==> config.mk <==
export PLATFORM = sky130hd
export DESIGN_NAME = screen_scheduler
export DESIGN_NICKNAME = d
export VERILOG_FILES = /design/src/rtl/screen_scheduler.sv
export SDC_FILE = /design/constraint.sdc
export NUM_CORES = 1
export LEC_CHECK = 0
export BUFFER_PORTS_ARGS = -buffer_cell sky130_fd_sc_hd__buf_2
export CORE_ASPECT_RATIO = 0.8
export CORE_MARGIN = 8
export CORE_UTILIZATION = 30
export DETAILED_ROUTE_END_ITERATION = 10
export GPL_TIMING_DRIVEN = 0
export PLACE_DENSITY = 0.49
export SLEW_MARGIN = 5
export SYNTH_ARGS = -nofsm -noshare
export SYNTH_HDL_FRONTEND = slang
export SYNTH_SLANG_ARGS = --single-unit
==> constraint.sdc <==
create_clock -name vga_clk -period 12.9 [get_ports vga_clk]
set_clock_uncertainty 0.15 [all_clocks]
set_input_delay 1.29 -clock vga_clk [delete_from_list [all_inputs] [get_ports vga_clk]]
set_output_delay 1.29 -clock vga_clk [all_outputs]
set_load 0.005 [all_outputs]
==> src/rtl/screen_scheduler.sv <==
// Shares the VGA colour output among four full-screen renderers with frame-aligned,
// priority-driven screen switching, a minimum hold time and a per-frame brightness fade.
module screen_scheduler #(
    parameter int unsigned MIN_HOLD_FRAMES = 60,
    parameter int unsigned HOLD_W          = 8
) (
    input  logic        vga_clk,
    input  logic        reset,
    input  logic [9:0]  DrawX,
    input  logic [9:0]  DrawY,
    input  logic        blank,
    input  logic [3:0]  req,
    input  logic [47:0] src_rgb,
    output logic [3:0]  red,
    output logic [3:0]  green,
    output logic [3:0]  blue,
    output logic [1:0]  sel,
    output logic        screen_start,
    output logic        fading
);

    localparam int unsigned LEVEL_W = 5;
    localparam logic [LEVEL_W-1:0] LEVEL_FULL = LEVEL_W'(16);
    localparam logic [LEVEL_W-1:0] LEVEL_ONE  = LEVEL_W'(1);
    localparam logic [HOLD_W-1:0]  HOLD_MIN   = HOLD_W'(MIN_HOLD_FRAMES);
    localparam logic [1:0]         SCR_GAME   = 2'd0;
    localparam logic [1:0]         SCR_JUMP   = 2'd1;
    localparam logic [1:0]         SCR_WIN    = 2'd2;
    localparam logic [1:0]         SCR_LOSE   = 2'd3;

    typedef enum logic [1:0] {
        SHOW     = 2'd0,
        FADE_OUT = 2'd1,
        FADE_IN  = 2'd2
    } state_t;

    state_t              state_q, state_d;
    logic [1:0]          sel_q, sel_d;
    logic [LEVEL_W-1:0]  level_q, level_d;
    logic [HOLD_W-1:0]   hold_q, hold_d;
    logic [3:0]          red_q, red_d, green_q, green_d, blue_q, blue_d;
    logic                screen_start_q, screen_start_d;
    logic                fading_q, fading_d;

    logic       frame_tick;
    logic [1:0] target;
    logic [11:0] pix;

    // Channel scaled by level/16; the product never exceeds 8 bits (15*16).
    function automatic logic [3:0] scale(input logic [3:0] c, input logic [LEVEL_W-1:0] l);
        logic [7:0] p;
        p = 8'(c) * 8'(l);
        return 4'(p >> 4);
    endfunction

    assign frame_tick = (DrawX == 10'd0) && (DrawY == 10'd0);

    always_comb begin
        if (req[1])      target = SCR_JUMP;
        else if (req[3]) target = SCR_LOSE;
        else if (req[2]) target = SCR_WIN;
        else             target = SCR_GAME;
    end

    // Next-state logic; a jumpscare cut bypasses hold, fade and frame alignment.
    always_comb begin
        state_d = state_q;
        sel_d   = sel_q;
        level_d = level_q;
        hold_d  = hold_q;
        if (target == SCR_JUMP && sel_q != SCR_JUMP) begin
            sel_d   = SCR_JUMP;
            level_d = LEVEL_FULL;
            hold_d  = '0;
            state_d = SHOW;
        end else if (frame_tick) begin
            case (state_q)
                SHOW: begin
                    if (hold_q != '1) hold_d = hold_q + HOLD_W'(1);
                    if (target != sel_q && hold_q >= HOLD_MIN) state_d = FADE_OUT;
                end
                FADE_OUT: begin
                    if (target == sel_q) begin
                        state_d = FADE_IN;
                    end else if (level_q == LEVEL_ONE) begin
                        level_d = '0;
                        sel_d   = target;
                        hold_d  = '0;
                        state_d = FADE_IN;
                    end else begin
                        level_d = level_q - LEVEL_ONE;
                    end
                end
                FADE_IN: begin
                    level_d = level_q + LEVEL_ONE;
                    if (level_d == LEVEL_FULL) state_d = SHOW;
                end
                default: state_d = SHOW;
            endcase
        end
    end

    // Output stage follows the post-edge selection so a cut shows the new screen at once.
    always_comb begin
        case (sel_d)
            SCR_GAME: pix = src_rgb[11:0];
            SCR_JUMP: pix = src_rgb[23:12];
            SCR_WIN:  pix = src_rgb[35:24];
            default:  pix = src_rgb[47:36];
        endcase
        red_d   = '0;
        green_d = '0;
        blue_d  = '0;
        if (blank) begin
            red_d   = scale(pix[11:8], level_d);
            green_d = scale(pix[7:4], level_d);
            blue_d  = scale(pix[3:0], level_d);
        end
        screen_start_d = (sel_d != sel_q);
        fading_d       = (state_d != SHOW);
    end

    always_ff @(posedge vga_clk or posedge reset) begin
        if (reset) begin
            state_q        <= SHOW;
            sel_q          <= SCR_GAME;
            level_q        <= LEVEL_FULL;
            hold_q         <= '0;
            red_q          <= '0;
            green_q        <= '0;
            blue_q         <= '0;
            screen_start_q <= 1'b0;
            fading_q       <= 1'b0;
        end else begin
            state_q        <= state_d;
            sel_q          <= sel_d;
            level_q        <= level_d;
            hold_q         <= hold_d;
            red_q          <= red_d;
            green_q        <= green_d;
            blue_q         <= blue_d;
            screen_start_q <= screen_start_d;
            fading_q       <= fading_d;
        end
    end

    assign red          = red_q;
    assign green        = green_q;
    assign blue         = blue_q;
    assign sel          = sel_q;
    assign screen_start = screen_start_q;
    assign fading       = fading_q;

endmodule
Word-level counts from Yosys, hierarchy flattened

Index checks and enable logic that the tools add are counted.

Output and inout bits: 16
Flip-flop bits (word level): 31
Input bits: 75

Equality and inequality tests: 15
Multiplexer cells: 30
Reductions and logical operators: 11
Order comparisons: 1
Add/sub/neg operators: 3
Multipliers: 3

Operator list:

| kind                                                                                 | number |
|---|---|
| 8-bit two-way mux                                                                    | 5 |
| 12-bit case mux with 3 select lines                                                  | 1 |
| 2-bit two-way mux                                                                    | 14 |
| 4-bit by 5-bit multiplier with 8-bit output                                          | 3 |
| 10-bit zero test                                                                     | 2 |
| 5-bit two-way mux                                                                    | 4 |
| 8-bit case mux with 2 select lines                                                   | 1 |
| 4-bit two-way mux                                                                    | 3 |
| 5-bit case mux with 2 select lines                                                   | 1 |
| 3-bit != test (second input constant)                                                | 3 |
| 8-bit by 1-bit adder with 8-bit output (second input constant)                       | 1 |
| 8-bit by 6-bit greater-or-equal comparator with 1-bit output (second input constant) | 1 |
| 8-bit != test (second input constant)                                                | 1 |
| 2-bit by 1-bit equality test with 1-bit output (second input constant)               | 3 |
| 2-bit case mux with 3 select lines                                                   | 1 |
| 5-bit by 1-bit adder with 5-bit output (second input constant)                       | 1 |
| 5-bit by 1-bit equality test with 1-bit output (second input constant)               | 1 |
| 5-bit equality test (second input constant)                                          | 1 |
| 5-bit AND reduction                                                                  | 1 |
| 5-bit by 1-bit subtractor with 5-bit output (second input constant)                  | 1 |
| 2-bit equality test (second input constant)                                          | 2 |
| 2-bit zero test                                                                      | 2 |
| 2-bit != test                                                                        | 2 |
| 2-bit nonzero test                                                                   | 2 |
| other kinds (4)                                                                      | 6 |

Logic depth before layout (Yosys ltp)

Gate-level depths: netlist of run 1.

Depth in word-level cells: 12
Gate-level depth with buffers: 22
Gate-level depth less buffers: 21

Least setup slack after synthesis of run 1

Ideal clock, no wire load.

Path kind: input to register
Start point: input port DrawY[0]
End point: register red_q[3] (netlist: red[3])
Stages: 19
Arrival: 5.437 ns
Setup time: 0.119 ns
Path slack: 7.194 ns
Required time: 12.631 ns
Buffers on the path: 1
Cells stage by stage: nor4_1 nand3_1 buf_2 o21ai_4 nand2_1 a222oi_1 nor2_1 a21oi_1 nor2b_1 fa_1 inv_1 fa_1 inv_1 ha_1 or4_1 o21ai_0 a21oi_2 xnor2_1 and2_1

Word-level cells in the longest chain between the ends: 8
Elaborated cells on any way between the ends: 12
Those cells by class: mul (1); eq/ne (2); mux (6); reduce/logical (3)

RTL lines:

| item                                              | RTL line | source |
|---|---|---|
| start: declaration                                | 10       | `input logic [9:0] DrawY,` |
| 10-bit zero test *                                | 56       | `assign frame_tick = (DrawX == 10'd0) && (DrawY == 10'd0);` |
| 1-bit logical AND *                               | 56       |  |
| 2-bit two-way mux *                               | 76       | `end else if (frame_tick) begin` |
| 2-bit two-way mux *                               | 71       | `if (target == SCR_JUMP && sel_q != SCR_JUMP) begin` |
| net sel_d[1]                                      | 38       | `logic [1:0] sel_q, sel_d;` |
| 2-bit equality test, or another cell as far along | 105      | `case (sel_d)` |
| 12-bit case mux with 3 select lines *             | 105      |  |
| 4-bit by 5-bit multiplier with 8-bit output *     | 52       | `p = 8'(c) * 8'(l);` |
| 4-bit two-way mux *                               | 114      | `if (blank) begin` |
| net red_d[3]                                      | 41       | `logic [3:0] red_q, red_d, green_q, green_d, blue_q, blue_d;` |
| end signal: assignment                            | 139      | `red_q <= red_d;` |
| end: declaration                                  | 41       |  |

Mark *: on every way through the listed nets, which the timed path passes. The rest lies on a longest branch.
A chain may end at the register's enable or synchronous reset.

Final worst setup path of run 1

Start point: input port req[2]
End point: register red_q[3] (netlist: red[3])

Elaborated cells on any way between the ends: 21
Those cells by class: mul (1); eq/ne (4); mux (14); reduce/logical (2)

RTL lines:

| item                                          | RTL line | source |
|---|---|---|
| start: declaration                            | 12       | `input logic [3:0] req,` |
| 2-bit two-way mux *                           | 61       | `else if (req[2]) target = SCR_WIN;` |
| 2-bit two-way mux *                           | 60       | `else if (req[3]) target = SCR_LOSE;` |
| 2-bit two-way mux *                           | 59       | `if (req[1]) target = SCR_JUMP;` |
| 2-bit equality test                           | 83       | `if (target == sel_q) begin` |
| 5-bit two-way mux                             | 83       |  |
| 5-bit case mux with 2 select lines            | 77       | `case (state_q)` |
| 5-bit two-way mux                             | 76       |  |
| 5-bit two-way mux *                           | 71       |  |
| net level_d[2]                                | 39       | `logic [LEVEL_W-1:0] level_q, level_d;` |
| 4-bit by 5-bit multiplier with 8-bit output * | 52       |  |
| 4-bit two-way mux *                           | 114      |  |
| net red_d[3]                                  | 41       |  |

Marks and branches as above.

==> results_dict.tcl, run 1 <==
set metrics [dict create \
    areaGrowthSynthToFinish_pct 20.3 \
    path_clk_slew_ns 0.05 \
    dp_hpwl_um 10400 \
    synth_warnings 0 \
    drt-wirelength-per-cell_um 16.5 \
    ys_ff_latch 31 \
    critPathLaunch "req[2]" \
    syn_area_per_cell_sq_um 7.91 \
    setup_viol 0 \
    p_sw_share_pct 27.9 \
    yosys.area.top_type_share_pct 19.0 \
    overflow 0 \
    synth_edf_count 0 \
    min_period_over_period_pct 50.0 \
    rr_startpoint "level_q[1]" \
    cts_setup_buffers 0 \
    cts_buffer_depth 2 \
    min_period_ns 6.45 \
    clkLatencyLatePin_ns 0.28 \
    synthesis.nets 628 \
    total_leakage_power_nw 2.20 \
    worstHoldStart "hold_q[4]" \
    cts_resized 0 \
    ys_seq_area_share_pct 19.6 \
    power_mw 0.279 \
    die_w_um 144 \
    antenna_found_initial 0 \
    p_sw_mw 0.0780 \
    cts_tree "built" \
    place_inst 764 \
    ir_worst_vdd_v 0.0000354 \
    wirelength_um 12700 \
    placed_area_sq_um 4620 \
    slew_viol_final 0 \
    worstPathRequired_ns 12.92 \
    final_util_pct 37.0 \
    slew-limit-headroom_pct 48.6 \
    yosys.area.top_type "dfrtp_1" \
    place_congestion 0.874 \
    cp_slowest_stage_delay_ns 0.56 \
    synthCells 501 \
    maxCapViolCount 0 \
    htree_num_levels 2 \
    worstPathMaxFanout 10 \
    yosys-top-cells-area "dfrtp_1 (19%), ha_1 (12%), fa_1 (7.6%)" \
    cp.arrival_ns 6.47 \
    drtIter0Drc 193 \
    r2r_slack_ns 6.98 \
    path_cells "buf_2, xor2_1, or4_1, nand2_1, o21ai_0, o21ai_0, a31oi_1, nor3_1, clkbuf_1, nand2_1, fa_1, fa_1, inv_1, ha_1, nand4_1, a31oi_1, a41oi_2, a21oi_2, xnor2_1, and2_1" \
    rows 37 \
    grt_max_degree 32 \
    ant_nets 0 \
    status "completed" \
    dieArea_sq_um 17200 \
    hp-class "register to register" \
    via_per_inst 5.20 \
    grt_pass1_wl_um 21300 \
    seqPwrFrac_pct 36.8 \
    synthArstFlopShare_pct 100 \
    critPathKind "primary input to register" \
    grt_usage_pct 15.3 \
    core_sq_um 12900 \
    cts_root_buffer "clkbuf_16" \
    dieHeight_um 119 \
    cp-end-kind "register" \
    cp-start-kind "primary input" \
    postCtsHoldBufs 0 \
    fmax_ghz 0.155 \
    syn_area_sq_um 3960 \
    hold_viol 0 \
    tightestPinTransition_ns 0.768 \
    cts_sinks 31 \
    cts_made_buffers 5 \
    synth_cell_types 64 \
    slowest_stage "nor3_1" \
    rsz0062_at_grt "no" \
    antenna_cells 0 \
    instances_no_fill 771 \
    ios 91 \
    nNetsFinal 723 \
    clock_power_share_pct 42.5 \
    p_int_mw 0.201 \
    synthFlopType "dfrtp_1" \
    dr.pass1.iters 5 \
    grt_pass1_vias 4229 \
    power.density_nw_per_um2 58.6 \
    vias 4006 \
    drive_gt1_share_pct 20.5 \
    design_area_sq_um 4760 \
    initial_core_util_pct 30.8 \
    drc 0 \
    tns_ns 0 \
    port_buffers 88 \
    power_frac_comb_pct 20.7 \
]
==> worst paths after layout <==
check,to,depth (start not counted)
max,red[3],20
min,hold_q[4],1
max reg2reg,red[3],21
min reg2reg,hold_q[4],1
max in group asynchronous,blue[3],2
min in group asynchronous,green[1],2
==> power by group through the flow <==
stage          Sequential (mW)  Combinational (mW)  Clock, mW
6_report                 0.103              0.0578      0.119
5_1_grt                  0.103              0.0651      0.128
4_1_cts                  0.103              0.0583      0.124
3_5_place_dp             0.104              0.0580          0
3_3_place_gp             0.104              0.0570          0
2_1_floorplan            0.104              0.0328          0
==> logic make-up after synthesis <==
kind of cell             after synthesis  synth area share, %
multiplexers                           5                 1.36
adder cells (fa/ha/maj)               52                 19.3
XOR/XNOR                              19                 4.20
flip-flops                            31                 19.6
AO/OA/AOI/OAI                        121                 21.8
AND/OR/NAND/NOR                      210                 27.4
buffers and inverters                 63                 6.35
==> synth_stat cells (all sizes together) (2+ instances only) <==
master and number:
a211o 3, and3 7, o31ai 6, mux2 3, nand2 53, nor2 45
clkbuf 14, nor4 7, o32a 6, a222oi 3, ha 37, nand2b 15
or2 2, o32ai 3, o21a 3, buf 6, a21oi 26, o21ai 30
a31oi 8, nand3 13, and4 3, o21bai 3, inv 42, xor2 4
nand3b 2, fa 15, nand4 8, a211oi 3, or4 10, a41oi 5
and2 19, a21boi 8, nor3 15, a21bo 3, nor2b 7, dfrtp 30
xnor2 15, or3 2, o22ai 2, mux2i 2
==> flip-flops by register name, indices dropped and copies added (netlist names) <==
signal and flops:
hold_q 8, red 4, sel 2, fading 1
green 4, level_q 5, blue 4, state_q 2
screen_start 1
==> stage by stage <==
stage | hold WS (ns) | worst slack, ns
finish | 0.360 | 6.45
CTS | 0.356 | 6.46
global route | 0.395 | 6.04
detailed placement | 0.344 | 6.19
floorplan | 0.310 | 7.19
global placement | 0.344 | 6.23
==> final cells by class <==
class	instances	area, sq um
Buffer	20	90.1
Clock buffer	6	139
Clock inverter	1	5.00
Fill cell	1426	8110
Inverter	43	161
Multi-Input combinational cell	407	2930
Sequential cell	31	777
Tap cell	175	219
Timing Repair Buffer	88	440
==> critical path: cells and delay by family <==
family | cells | cell delay [ns]
AOI/OAI and AO/OA | 6 | 1.34
xor gates and xnor gates | 2 | 0.24
adders and majority gates | 3 | 1.30
buffers and inverters | 3 | 0.62
and+or+nand+nor | 6 | 1.68
==> layout by cell type, fill, tap and decap left out, types with 8 or more instances in the layout <==
cell / instances
a21oi_1: 25
a31oi_1: 8
and2_1: 19
buf_2: 93
clkbuf_1: 13
dfrtp_1: 30
fa_1: 15
ha_1: 37
inv_1: 41
nand2_1: 53
nand2b_1: 15
nand3_1: 13
nor2_1: 44
nor3_1: 15
o21ai_0: 25
or4_1: 10
xnor2_1: 15
==> routing by layer <==
layer / global-route usage, % / wire (um) / vias to the layer above / share of wire, %
met1: 20.5 / 6110 / 1936 / 48
li1: - / - / 1969 / -
met2: 25.2 / 5960 / 94 / 47
met4: 3.05 / 88 / 0 / 0.69
met3: 2.82 / 575 / 7 / 4.5
met5: 0 / 0 / - / 0
Note: power is estimated with default switching activity, not from simulation.
==> run 2, diff against run 1 <==
- ABC_AREA: not set -> 1
- PLACE_DENSITY: 0.49 -> 0.51
- clock period: 12.9 -> 5.7 ns (I/O delays scaled with it)
==> results_dict.tcl, run 2 <==
set metrics [dict create \
    status "completed" \
    cp_slowest_stage_delay_ns 0.61 \
    hp-class "primary input to async pin" \
    largest_register_ffs 8 \
    ios 91 \
    tns_ns 0 \
    nNetsFinal 797 \
    ant_nets 0 \
    synth_common_cells "nand2_1 (135), inv_1 (94), nor2_1 (72)" \
    via_per_inst 4.61 \
    core_sq_um 12800 \
    wirelength_um 11300 \
    place_congestion 0.869 \
    synth_cell_types 40 \
    syn_area_sq_um 3920 \
    rr_startpoint "level_q[1]" \
    p_sw_mw 0.315 \
    syn_area_per_cell_sq_um 6.82 \
    critPathKind "register to register" \
    cp.arrival_ns 5.16 \
    port_buffers 88 \
    die_w_um 144 \
    p_sw_share_pct 36.4 \
    regMostFlops "hold_q" \
    cts_root_buffer "clkbuf_16" \
    pre_cts_ws_ns 0.588 \
    yosys.area.top_type "dfrtp_1" \
    drive_gt1_share_pct 24.0 \
    worstReg2RegEnd "red[3]" \
    grt_pass1_vias 4022 \
    dr.pass1.iters 4 \
    synthesis.nets 702 \
    fillers 1397 \
    rsz0062_at_grt "no" \
    cts_made_buffers 5 \
    maxCapViolCount 0 \
    yosys.area.top_type_share_pct 19.2 \
    min_period_over_period_pct 90.2 \
    slew_viol_final 0 \
    cts_buffer_depth 2 \
    path_clk_slew_ns 0.06 \
    ys_ff_latch 31 \
    grt_usage_pct 14.2 \
    yosys-top-cells-area "dfrtp_1 (19%), nand2_1 (13%), ha_1 (12%)" \
    slowest_stage "o21ai_0" \
    critPathLaunch "level_q[1]" \
    drt-wirelength-per-cell_um 13.4 \
    overflow 0 \
    areaGrowthSynthToFinish_pct 20.9 \
    htree_num_levels 2 \
    cts_tree "built" \
    seqPwrFrac_pct 29.5 \
    cp-start-kind "register" \
    clkLatencyLatePin_ns 0.28 \
    ys_seq_area_share_pct 19.8 \
    drc 0 \
    r2r_slack_ns 0.56 \
    worstPathRequired_ns 5.72 \
    endpoint "red[3]" \
    cpMostUsedCell "nand2_1" \
    final_cell_mix "nand2_1 (135), inv_1 (93), buf_2 (90), nor2_1 (72), nand3_1 (42)" \
    largestRegisters "hold_q (8), level_q (5)" \
    hold_viol 0 \
    tightestPinTransition_ns 0.750 \
    worstRegToRegCells 26 \
    fmax_ghz 0.194 \
    p_int_mw 0.551 \
    grt_max_degree 32 \
    postCtsHoldBufs 0 \
    synthArstFlopShare_pct 100 \
    cts_resized 0 \
    cts_setup_buffers 0 \
    power_frac_comb_pct 37.1 \
    synth_edf_count 0 \
    antenna_found_initial 0 \
    cp-end-kind "register" \
    synth_warnings 0 \
    antenna_cells 0 \
    worst_slack_ns 0.558 \
    yosysMostFrequentCell "nand2_1" \
    worstPathMaxFanout 10 \
    setup_viol 0 \
    layout_commonest_cell "nand2_1" \
    dieHeight_um 118 \
    vias 3898 \
    power.density_nw_per_um2 183 \
    initial_core_util_pct 30.6 \
    min_period_ns 5.14 \
    rows 37 \
    synthFlopType "dfrtp_1" \
    dp_hpwl_um 9550 \
    total_leakage_power_nw 2.61 \
    grt_pass1_wl_um 19600 \
    ir_worst_vdd_v 0.0000875 \
    dieArea_sq_um 17000 \
    synthCells 575 \
    drtIter0Drc 128 \
    clock_power_share_pct 33.3 \
    cts_sinks 31 \
    slew-limit-headroom_pct 49.5 \
]
[run 2: worst max-delay path, delay by kind of cell (launching register included)]
family | cells | cell delay (ns)
adders and majority gates | 4 | 1.57
and+or+nand+nor | 14 | 1.39
AOI/OAI and AO/OA | 3 | 1.10
DFF | 1 | 0.43
buffers and inverters | 5 | 0.39
[run 2: how the worst min path moves through the flow]
stage,startpoint,end,slack (ns),depth (start not counted)
6_report,reset,red[3],0.27,2
3_5_place_dp,hold_q[3],hold_q[3],0.37,2
2_1_floorplan,hold_q[3],hold_q[3],0.33,2
3_3_place_gp,hold_q[3],hold_q[3],0.38,2
4_1_cts,reset,hold_q[0],0.30,2
5_1_grt,reset,hold_q[0],0.34,2
[run 2: logic make-up after synthesis]
logic type	share of synthesized area, %
AOI/OAI and AO/OA	10.9
DFF	19.8
xor gates and xnor gates	2.01
adders and majority gates	19.5
and+or+nand+nor	35.9
buffers and inverters	12.0
[run 2: per-stage QoR]
step | instances | cell area, sq um | power (mW) | utilization [%] | hold WS, ns
finish | 846 | 4740 | 0.866 | 37.0 | 0.269
CTS | 846 | 4740 | 0.883 | 37.0 | 0.299
global route | 846 | 4740 | 0.941 | 37.0 | 0.340
global placement | 838 | 4580 | 0.580 | 35.7 | 0.379
detailed placement | 838 | 4580 | 0.584 | 35.7 | 0.370
floorplan | 575 | 3920 | 0.479 | - | 0.334
[run 2: area by class of cell]
| cell class | instances | area [sq um] | share of cell area [%] |
|---|---|---|---|
| Clock inverter | 1 | 7.51 | 0.158 |
| Multi-Input combinational cell | 432 | 2670 | 56.4 |
| Clock buffer | 7 | 153 | 3.22 |
| Sequential cell | 31 | 777 | 16.4 |
| Timing Repair Buffer | 88 | 440 | 9.29 |
| Inverter | 104 | 399 | 8.42 |
| Tap cell | 175 | 219 | 4.62 |
| Buffer | 8 | 70.1 | 1.48 |
[run 2: routing by layer]
metal | GRT usage, % | wire length [um] | vias to the layer above
li1 | - | - | 2002
met1 | 18.2 | 5190 | 1798
met2 | 23.6 | 5260 | 91
met3 | 3.10 | 763 | 7
met4 | 3.28 | 105 | 0
met5 | 0 | 0 | -
[run 2: power groups by stage]
stage	clock (mW)	sequential, mW	combinational, mW
floorplan	0	0.260	0.218
global placement	0	0.259	0.321
detailed placement	0	0.260	0.324
CTS	0.300	0.256	0.327
global route	0.312	0.258	0.371
finish	0.289	0.256	0.322
